--- src/rtl/num_char.sv ---
// ---------------------------------------------------------------------------
// num_char -- MIX NUM / CHAR conversion unit (C=5, F=0 / F=1)
//
// Works on the rA:rX byte pair beside the shift unit and uses the same
// start/field/ina/inx -> outa/outx/stop handshake. Magnitudes only; the
// caller owns the signs.
//
//   NUM  : ten character bytes (rA byte1..byte5, then rX byte1..byte5) are
//          folded into a binary value, one byte per cycle (10 cycles):
//          acc = acc*10 + (byte mod 10). outa = acc mod 2^30, outx = rX,
//          ovf = (acc >= 2^30).
//   CHAR : rA is converted to ten decimal digits by double-dabble, one bit
//          per cycle (30 cycles). Digit d becomes byte ZERO_CODE+d; the
//          upper five digits go to outa, the lower five to outx.
//   other F values pass ina/inx straight through in a single cycle.
//
// Ports
//   clk    in   1  rising-edge clock
//   rst    in   1  synchronous active-high reset (aborts any operation)
//   start  in   1  request; accepted only in IDLE or DONE
//   field  in   6  F field (0 = NUM, 1 = CHAR, else pass-through)
//   ina    in  30  rA magnitude, byte1 = [29:24] .. byte5 = [5:0]
//   inx    in  30  rX magnitude, same byte order
//   outa   out 30  new rA magnitude (updates only on entry to DONE)
//   outx   out 30  new rX magnitude (updates only on entry to DONE)
//   stop   out  1  one-cycle completion pulse
//   busy   out  1  high in NUM, CHAR and DONE
//   ovf    out  1  NUM overflow, held until the next accepted start
// ---------------------------------------------------------------------------
module num_char #(
  parameter int ZERO_CODE = 30
) (
  input  logic        clk,
  input  logic        rst,
  input  logic        start,
  input  logic [5:0]  field,
  input  logic [29:0] ina,
  input  logic [29:0] inx,
  output logic [29:0] outa,
  output logic [29:0] outx,
  output logic        stop,
  output logic        busy,
  output logic        ovf
);

  typedef enum logic [1:0] {
    IDLE,
    NUM,
    CHAR,
    DONE
  } state_e;

  state_e      state_q, state_d;
  logic [59:0] sh_q, sh_d;      // byte/bit stream, consumed from the top
  logic [29:0] x_q, x_d;        // latched rX, returned unchanged by NUM
  logic [33:0] acc_q, acc_d;    // NUM accumulator, holds up to 9999999999
  logic [39:0] bcd_q, bcd_d;    // CHAR BCD register, ten digits
  logic [4:0]  cnt_q, cnt_d;
  logic [29:0] outa_q, outa_d;
  logic [29:0] outx_q, outx_d;
  logic        ovf_q, ovf_d;

  logic [33:0] acc_next;
  logic [39:0] bcd_adj;
  logic [39:0] bcd_next;

  // Residue of a 6-bit character code modulo 10.
  function automatic logic [3:0] mod10(input logic [5:0] v);
    logic [5:0] r;
    if      (v >= 6'd60) r = v - 6'd60;
    else if (v >= 6'd50) r = v - 6'd50;
    else if (v >= 6'd40) r = v - 6'd40;
    else if (v >= 6'd30) r = v - 6'd30;
    else if (v >= 6'd20) r = v - 6'd20;
    else if (v >= 6'd10) r = v - 6'd10;
    else                 r = v;
    return r[3:0];
  endfunction

  function automatic logic [5:0] to_code(input logic [3:0] d);
    return 6'(ZERO_CODE) + {2'b00, d};
  endfunction

  // Datapath step values, shared by the state logic below.
  always_comb begin
    // NOTE: every combinational output gets a default first so no path
    // leaves it unassigned -- that is what keeps latches from being inferred.
    bcd_adj  = bcd_q;
    acc_next = (acc_q << 3) + (acc_q << 1) + {30'd0, mod10(sh_q[59:54])};
    // Double-dabble correction: any digit >= 5 would carry after the shift.
    for (int i = 0; i < 10; i++) begin
      if (bcd_q[4*i +: 4] >= 4'd5) bcd_adj[4*i +: 4] = bcd_q[4*i +: 4] + 4'd3;
    end
    bcd_next = {bcd_adj[38:0], sh_q[59]};
  end

  always_comb begin
    state_d = state_q;
    sh_d    = sh_q;
    x_d     = x_q;
    acc_d   = acc_q;
    bcd_d   = bcd_q;
    cnt_d   = cnt_q;
    outa_d  = outa_q;
    outx_d  = outx_q;
    ovf_d   = ovf_q;

    case (state_q)
      IDLE, DONE: begin
        if (start) begin
          sh_d  = {ina, inx};
          x_d   = inx;
          acc_d = '0;
          bcd_d = '0;
          cnt_d = '0;
          ovf_d = 1'b0;
          if (field == 6'd0) begin
            state_d = NUM;
          end else if (field == 6'd1) begin
            state_d = CHAR;
          end else begin
            state_d = DONE;
            outa_d  = ina;
            outx_d  = inx;
          end
        end else begin
          state_d = IDLE;
        end
      end

      NUM: begin
        acc_d = acc_next;
        sh_d  = sh_q << 6;
        cnt_d = cnt_q + 5'd1;
        if (cnt_q == 5'd9) begin
          state_d = DONE;
          outa_d  = acc_next[29:0];
          outx_d  = x_q;
          ovf_d   = |acc_next[33:30];
        end
      end

      CHAR: begin
        bcd_d = bcd_next;
        sh_d  = sh_q << 1;
        cnt_d = cnt_q + 5'd1;
        if (cnt_q == 5'd29) begin
          state_d = DONE;
          ovf_d   = 1'b0;
          // Digit d(i+5) lands in outa, d(i) in outx; byte5 holds the lowest.
          for (int i = 0; i < 5; i++) begin
            outa_d[6*i +: 6] = to_code(bcd_next[4*(i+5) +: 4]);
            outx_d[6*i +: 6] = to_code(bcd_next[4*i +: 4]);
          end
        end
      end

      default: state_d = IDLE;
    endcase
  end

  // NOTE: state registers use non-blocking assignments so every flop samples
  // the pre-edge values, independent of statement order.
  always_ff @(posedge clk) begin
    if (rst) begin
      state_q <= IDLE;
      sh_q    <= '0;
      x_q     <= '0;
      acc_q   <= '0;
      bcd_q   <= '0;
      cnt_q   <= '0;
      outa_q  <= '0;
      outx_q  <= '0;
      ovf_q   <= 1'b0;
    end else begin
      state_q <= state_d;
      sh_q    <= sh_d;
      x_q     <= x_d;
      acc_q   <= acc_d;
      bcd_q   <= bcd_d;
      cnt_q   <= cnt_d;
      outa_q  <= outa_d;
      outx_q  <= outx_d;
      ovf_q   <= ovf_d;
    end
  end

  assign outa = outa_q;
  assign outx = outx_q;
  assign ovf  = ovf_q;
  assign stop = (state_q == DONE);
  assign busy = (state_q != IDLE);

endmodule

--- config.mk ---
export PLATFORM = sky130hd
export DESIGN_NAME = num_char
export DESIGN_NICKNAME = d
export VERILOG_FILES = /design/src/rtl/num_char.sv
export SDC_FILE = /design/constraint.sdc
export NUM_CORES = 1
export LEC_CHECK = 0
export CAP_MARGIN = 0
export CORE_MARGIN = 1.5
export CORE_UTILIZATION = 45
export DETAILED_ROUTE_END_ITERATION = 6
export HOLD_SLACK_MARGIN = 0.02
export PLACE_DENSITY = 0.68
export SYNTH_ARGS = -nofsm -noshare
export SYNTH_HDL_FRONTEND = slang
export SYNTH_SLANG_ARGS = --single-unit
export TNS_END_PERCENT = 5
--- constraint.sdc ---
create_clock -name clk -period 6.06 [get_ports clk]
set_input_delay 0.909 -clock clk [delete_from_list [all_inputs] [get_ports clk]]
set_output_delay 0.909 -clock clk [all_outputs]
set_load 0.1 [all_outputs]
=== Yosys cells after proc, flatten, opt, wreduce, memory -nomap -nowiden ===
Index checks and enable logic that the tools add are counted.

* Bits in registers: 231
* Logic and storage cells: 125
* Output and inout bits: 63
* Input bits: 69

* Add/subtract/negate cells: 29
* Muxes and demuxes: 46
* Magnitude comparators: 16
* Eq/ne operators: 11
* Reduce and logical (&&, ||, !) cells: 14

{| class="wikitable"
|+ Operators with widths
! operator !! number
|-
| $mux 30 || 10
|-
| $pmux 30 s3 || 2
|-
| $pmux 60 s3 || 1
|-
| $pmux 40 s2 || 1
|-
| $pmux 33 s2 || 1
|-
| $add 5x4->6 const A || 10
|-
| $mux 4 || 15
|-
| $mux 60 || 1
|-
| $ge 4x3->1 const B || 10
|-
| $mux 40 || 1
|-
| $add 4x2->4 const B || 9
|-
| $add 34x34->34 || 1
|-
| $add 34x4->34 || 1
|-
| $mux 33 || 1
|-
| $ge 6x6->1 const B || 3
|-
| $sub 4x4->4 const B || 4
|-
| $ge 6x5->1 const B || 2
|-
| $ne 2x2->1 const B || 5
|-
| $pmux 5 s2 || 1
|-
| $mux 2 || 4
|-
| $reduce_and 2->1 || 4
|-
| $eq 6x1->1 const B || 1
|-
| $ge 6x4->1 const B || 1
|-
| $logic_not 6->1 || 1
|-
| other kinds (19) || 26
|}

=== Depth between registers and ports, before layout ===
Gate-level depths: netlist (run 1).

* Depth in word-level cells: 11
* Depth in mapped cells: 23
* Depth with buffers taken out: 22

=== Worst setup path before layout (run 1) ===
OpenSTA, ideal clock, no wires.

* Path type: register to register
* Start: reg sh_q[56]
* End: reg outa_q[28] (netlist: outa[28])
* Setup slack: 1.124 ns
* Path buffers: 0
* Arrival: 4.845 ns
* Library setup time: 0.091 ns
* Stages on the path, launching flop included: 22
* Required time: 5.969 ns
* Clock period less this slack: 4.936 ns
* Cell sequence: dfxtp_1 -> inv_1 -> ha_1 -> a2111oi_0 -> o21a_1 -> o31ai_1 -> mux2_2 -> nand2_1 -> o21ai_0 -> a22oi_1 -> mux2_2 -> fa_1 -> fa_1 -> a211oi_2 -> o21bai_2 -> o211ai_1 -> a21oi_1 -> a41o_2 -> a211oi_1 -> xnor2_1 -> nand2_1 -> a311oi_1

* Longest elaborated chain between the ends: 10
* Elaborated cells between the ends (all ways): 21
* Classes of those cells: 7 x add/sub; 6 x order compare; 8 x mux

{| class="wikitable"
|+ Ends and longest elaborated chain
! item !! RTL line !! text
|-
| start, declared || 54 || <nowiki>logic [59:0] sh_q, sh_d;</nowiki>
|-
| start signal, assigned || 167 || <nowiki>sh_q <= '0;</nowiki>
|-
| start signal, assigned || 177 || <nowiki>sh_q <= sh_d;</nowiki>
|-
| $ge 6x4->1 / $sub 4x4->4 (equally long branches) || 75 || <nowiki>else if (v >= 6'd10) r = v - 6'd10;</nowiki>
|-
| $mux 4 || 75 ||
|-
| $mux 4 || 74 || <nowiki>else if (v >= 6'd20) r = v - 6'd20;</nowiki>
|-
| $mux 4 || 73 || <nowiki>else if (v >= 6'd30) r = v - 6'd30;</nowiki>
|-
| $mux 4 || 72 || <nowiki>else if (v >= 6'd40) r = v - 6'd40;</nowiki>
|-
| $mux 4 || 71 || <nowiki>else if (v >= 6'd50) r = v - 6'd50;</nowiki>
|-
| $mux 4 (*) || 70 || <nowiki>if (v >= 6'd60) r = v - 6'd60;</nowiki>
|-
| $add 34x4->34 (*) || 89 || <nowiki>acc_next = (acc_q << 3) + (acc_q << 1) + {30'd0, mod10(sh_q[59:54])};</nowiki>
|-
| $mux 30 (*) || 135 || <nowiki>if (cnt_q == 5'd9) begin</nowiki>
|-
| $pmux 30 s3 (*) || 108 || <nowiki>case (state_q)</nowiki>
|-
| end signal, assigned || 182 || <nowiki>outa_q <= outa_d;</nowiki>
|-
| end, declared || 59 || <nowiki>logic [29:0] outa_q, outa_d;</nowiki>
|}

Every way passes the cells marked *; elsewhere a longest branch is shown, timed or not. The select of a mux whose other input is x is not followed.
A chain may end at the register's enable or synchronous reset.

=== Worst setup path after layout (run 1) ===
* Start: reg sh_q[56]
* End: reg ovf_q (netlist: ovf)

* Longest elaborated chain between the ends: 11
* Elaborated cells between the ends (all ways): 22
* Classes of those cells: 7 x add/sub; 6 x order compare; 8 x mux; 1 x reduce/logical

{| class="wikitable"
|+ Ends and longest elaborated chain
! item !! RTL line !! text
|-
| $ge 6x4->1 / $sub 4x4->4 (equally long branches) || 75 ||
|-
| $mux 4 || 75 ||
|-
| $mux 4 || 74 ||
|-
| $mux 4 || 73 ||
|-
| $mux 4 || 72 ||
|-
| $mux 4 || 71 ||
|-
| $mux 4 (*) || 70 ||
|-
| $add 34x4->34 (*) || 89 ||
|-
| $reduce_or 4->1 (*) || 139 || <nowiki>ovf_d = |acc_next[33:30];</nowiki>
|-
| $mux 1 (*) || 135 ||
|-
| $pmux 1 s3 (*) || 108 ||
|-
| end signal, assigned || 184 || <nowiki>ovf_q <= ovf_d;</nowiki>
|-
| end, declared || 61 || <nowiki>logic ovf_q, ovf_d;</nowiki>
|}

Marks and branches as above.

==> qor.yml, run 1 <==
ys.flop_type: "dfxtp_1"
antenna_found_initial: 0
mostFrequentLayoutCell: "dfxtp_1"
dieArea_sq_um: 31400
grt_max_degree: 126
cts_root_buffer: "clkbuf_16"
synth_nets: 1921
core_area_sq_um: 29800
nets: 1971
cts_tree: "done"
power_leakage_nw: 6.18
grt_pass1_vias: 12400
numCtsBuffers: 27
grt_pass1_wl_um: 65100
hold_viol_final: 0
insertion_delay_ns: 0.56
htreeDepth: 1
p_per_area_nw_per_um2: 516
most-common-layout-cells: "231 x dfxtp_1, 222 x nand2_1, 217 x nor2_1"
die_y_um: 177
drcViolationCount: 0
crit_required_ns: 6.45
synth_edf_count: 0
cp_slowest_cell: "fa_1"
syn_area_per_cell_sq_um: 7.88
rsz0062_at_grt: "false"
antenna_cells: 0
syn_inst: 1734
dpl.hpwl_um: 27000
num_rows: 63
fin_setup_tns_ns: 0
ys_seq_elements: 231
period_minus_slack_ns: 5.52
async_reset_ff_share_pct: 0
clkSinkCount: 231
slowest_delay_ns: 0.51
ir_drop_uv: 360
layout-drive-gt1-share_pct: 6.65
maxSlewHeadroom_pct: 17.1
drtIter0Drc: 1131
first_pass_iters: 6
max_freq_mhz: 181
power_mw: 8.31
fin_crit_sh_pct: 91.1
endpoint_kind: "flip-flop"
min_path_type: "reg -> reg"
yosysSeqAreaShare_pct: 33.8
syn_to_final_growth_pct: 17.9
clock_skew_ns: 0.0103
worstSetupPathType: "reg -> reg"
synth_area_sq_um: 13700
path_max_fanout: 7
cp-start-kind: "flip-flop"
yosys_warnings: 0
wl_per_cell_um: 18.2
maxCapViolCount: 0
status: "finished, final reports clean"
crit_arrival_ns: 5.91
io_buffers: 131
start_util_pct: 45.9
ant_nets: 0
report.final.slew_viol_count: 0
ctsHoldBuffers: 0
fillers: 2832
path_clk_slew_ns: 0.06
vias_per_cell: 5.93
path_cells: "inv_1 > ha_1 > a2111oi_2 > o21a_1 > o31ai_1 > mux2_2 > nand2_1 > o21ai_0 > a22oi_1 > mux2_2 > fa_1 > fa_1 > a211oi_2 > o21bai_2 > o211ai_1 > a21oi_1 > a31oi_1 > o2bb2ai_1 > xor2_1 > nor4_1 > a221oi_2"
vias: 13000
critPathTopFamily: "compound AO/OA/AOI/OAI gates"
fp.dieW_um: 177
cts_buffer_depth: 3
gp_congestion: 0.940
ys_types: 73
worstMarginPinSlew_ns: 1.24
grt_usage_pct: 25.4
path_buf_inv: 1
setup_viol: 0
drt-total-wl_um: 40000
num_io_pins: 132
grt_remaining_overflow: 0
-- tightest hold or removal path, cell delays in order (launching register included) --
cell	delay [ns]
dfxtp_1	0.31
nand2_1	0.05
a21oi_1	0.05
-- final cells by class --
| class | instances | area, sq um | share of cell area, % |
|---|---|---|---|
| sequential | 231 | 4620 | 28.7 |
| timing repair buffer | 148 | 1450 | 8.99 |
| multi-input combinational | 1329 | 8420 | 52.2 |
| tap | 390 | 488 | 3.03 |
| clock buffer | 39 | 811 | 5.03 |
| inverter | 47 | 176 | 1.10 |
| clock inverter | 10 | 146 | 0.909 |
-- cells in the mapped netlist, drive strengths merged (28+ instances only) --
master | n | area share, %
a21oi | 217 | 8.1
a221oi | 35 | 2.4
a22oi | 49 | 2.7
a31oi | 28 | 1.3
buf | 28 | 0.96
clkbuf | 99 | 2.7
dfxtp | 231 | 34
ha | 116 | 11
inv | 46 | 1.3
mux2i | 29 | 2.1
nand2 | 223 | 6.1
nor2 | 221 | 6.1
nor3 | 29 | 1.1
o211ai | 57 | 3.1
o21ai | 59 | 2.2
-- final timing paths --
check	from	to	slack, ns	depth (start not counted)
hold reg to reg	outa[13]	outa[13]	0.45	2
hold / removal	outa[13]	outa[13]	0.45	2
setup reg to reg	sh_q[56]	ovf	0.54	21
setup / recovery	sh_q[56]	ovf	0.54	21
-- flip-flops by register name, summed over array words and instances (netlist names) --
register  cells
acc_q        33
bcd_q        40
cnt_q         5
outa         30
outx         30
ovf           1
sh_q         60
state_q       2
x_q          30
-- per-stage QoR --
stage	worst slack [ns]	cells	hold slack, ns	util, %	instance area, sq um
after floorplan	1.12	1734	0.436	-	13700
after global placement	0.556	2145	0.441	50.8	15100
after detailed placement	0.375	2145	0.446	50.8	15100
after CTS	0.343	2194	0.454	54.0	16100
after global routing	0.123	2194	0.473	54.1	16100
final	0.536	2194	0.450	54.1	16100
-- where the power goes --
group	leakage, nW	internal, mW	switching (mW)
Clock	0.473	1.06	0.689
Combinational	3.82	1.18	3.26
Sequential	1.89	1.86	0.263
-- cells by family (layout without fill, tap and decap cells) --
logic type | after synthesis | after routing | share of synthesized area (%)
flops | 231 | 231 | 33.8
buf+inv | 174 | 244 | 4.97
simple gates | 590 | 590 | 18.8
xor+xnor | 39 | 39 | 2.50
mux | 42 | 42 | 3.22
compound gates | 540 | 540 | 25.8
fa+ha+maj | 118 | 118 | 10.9
-- metal layers --
| metal | vias up | global-route usage [%] | share of wire [%] |
|---|---|---|---|
| met4 | 0 | 6.72 | 2.0 |
| met1 | 6193 | 36.3 | 47 |
| met2 | 438 | 40.0 | 45 |
| met3 | 57 | 3.54 | 6.8 |
| met5 | - | 0 | 0 |
| li1 | 6332 | - | - |
-- repair_timing --
action                                  CTS  global route
gates resized for setup                   0             2
setup buffers                             0             0
endpoints found under the setup margin    0             3
No activity file was read; power rests on OpenSTA's default activity.
==> run 2, diff against run 1 <==
- GPL_ROUTABILITY_DRIVEN: not set -> 0
==> qor.yml, run 2 (same netlist as run 1, synthesis figures left out) <==
switching_share_pct: 50.4
cts_root_buffer: "clkbuf_16"
syn_to_final_growth_pct: 17.6
cts_tree: "done"
regMostFlops: "sh_q"
power_mw: 8.28
share_comb_of_total_power_pct: 53.6
wl_met1_um: 18700
maxCapViolCount: 0
most-common-layout-cells: "231 x dfxtp_1, 222 x nand2_1, 217 x nor2_1"
report.final.slew_viol_count: 0
antenna_found_initial: 0
status: "finished, final reports clean"
worstSetupPathType: "reg -> reg"
cts_setup_buffers: 0
max_freq_mhz: 179
num_io_pins: 132
post_dp_cell_area_sq_um: 15100
dpl_worst_slack_ns: 0.492
cts_buffer_depth: 3
power.internal_mw: 4.10
drtIter0Drc: 1138
fin_area_sq_um: 16100
htreeDepth: 1
ant_nets: 0
min_path_type: "reg -> reg"
maxSlewHeadroom_pct: 21.2
grt_pass1_wl_um: 64100
hold_viol_final: 0
p_per_area_nw_per_um2: 515
core_area_sq_um: 29800
io_buffers: 131
topRoutingLayerUsed: "met4"
drt-total-wl_um: 40300
wl_met3_um: 2610
fp.dieW_um: 177
insertion_delay_ns: 0.55
fin_crit_sh_pct: 92.1
antenna_cells: 0
rsz0062_at_grt: "false"
clkSinkCount: 231
path_clk_slew_ns: 0.06
power_leakage_nw: 6.16
grt_max_degree: 125
setup_viol: 0
period_minus_slack_ns: 5.58
grt_remaining_overflow: 0
wl_per_cell_um: 18.4
cts.repair.resized: 0
ctsHoldBuffers: 0
whs_ns: 0.455
timing.final.ws_setup_ns: 0.479
numCtsBuffers: 27
fillers: 2835
vias_per_cell: 5.97
nets: 1970
wl_met2_um: 18200
crit_required_ns: 6.44
dpl.hpwl_um: 27000
layout-drive-gt1-share_pct: 6.39
p_clk_share_pct: 20.9
reg.largest.list: "sh_q (60), bcd_q (40), acc_q (33)"
path_max_fanout: 7
fin_setup_tns_ns: 0
ir_drop_uv: 440
vias: 13100
worstMarginPinSlew_ns: 1.18
num_rows: 63
first_pass_iters: 6
endpoint_kind: "flip-flop"
seqPwrFrac_pct: 25.5
drcViolationCount: 0
clock_skew_ns: 0.0106
largest_reg_flops: 60
die_y_um: 177
start_util_pct: 45.9
dieArea_sq_um: 31400
mostFrequentLayoutCell: "dfxtp_1"
crit_arrival_ns: 5.97
power.switching_mw: 4.17
grt_pass1_vias: 12200
grt_usage_pct: 25.0
cp-start-kind: "flip-flop"
## run 2: cell count changes in the layout (fill, tap and decap cells not counted)
cell | previous run | this run
clkbuf_8 | 9 | 7
a2111oi_1 | 0 | 1
bufinv_16 | 3 | 4
inv_6 | 1 | 0
a2111oi_2 | 1 | 0
clkinv_2 | 4 | 3
buf_12 | 1 | 0
## run 2: cell type report
| type | instances | area [sq um] | share of cell area [%] |
|---|---|---|---|
| tap | 390 | 488 | 3.04 |
| sequential | 231 | 4620 | 28.8 |
| clock buffer | 37 | 783 | 4.87 |
| clock inverter | 9 | 163 | 1.01 |
| multi-input combinational | 1329 | 8410 | 52.3 |
| timing repair buffer | 147 | 1430 | 8.88 |
| inverter | 47 | 176 | 1.10 |
## run 2: routing by layer
| metal | up-vias | GRT usage [%] |
|---|---|---|
| li1 | 6310 | - |
| met1 | 6258 | 35.8 |
| met2 | 446 | 39.8 |
| met3 | 56 | 2.75 |
| met4 | 0 | 6.79 |
| met5 | - | 0 |
## run 2: worst paths after layout
kind                            slack, ns  startpoint  endpoint  depth (start not counted)
worst min register to register       0.45    outa[13]  outa[13]                          2
worst max register to register       0.48    sh_q[56]       ovf                         21
worst max-delay path                 0.48    sh_q[56]       ovf                         21
worst min-delay path                 0.45    outa[13]  outa[13]                          2
## run 2: per-stage QoR
stage,cells,utilization (%)
after floorplan,1734,-
after global routing,2190,53.9
after global placement,2144,50.8
after detailed placement,2144,50.8
after CTS,2190,53.9
final,2190,53.9
## run 2: power by group through the flow
stage	Clock [mW]	Sequential (mW)	Combinational [mW]
floorplan	0	3.26	2.13
global placement	0	2.13	4.36
detailed placement	0	2.14	4.39
CTS	1.75	2.11	4.42
global route	1.82	2.15	4.76
finish	1.73	2.11	4.43
## run 2: worst max-delay path: stages, from the launching register on
cell and delay [ns]:
dfxtp_1 0.47, inv_1 0.20, ha_1 0.25, a2111oi_1 0.55, o21a_1 0.22, o31ai_1 0.06
mux2_2 0.26, nand2_1 0.06, o21ai_0 0.08, a22oi_1 0.20, mux2_2 0.19, fa_1 0.46
fa_1 0.50, a211oi_2 0.28, o21bai_2 0.13, o211ai_1 0.17, a21oi_1 0.19, a31oi_1 0.37
o2bb2ai_1 0.15, xor2_1 0.17, nor4_1 0.35, a221oi_2 0.10
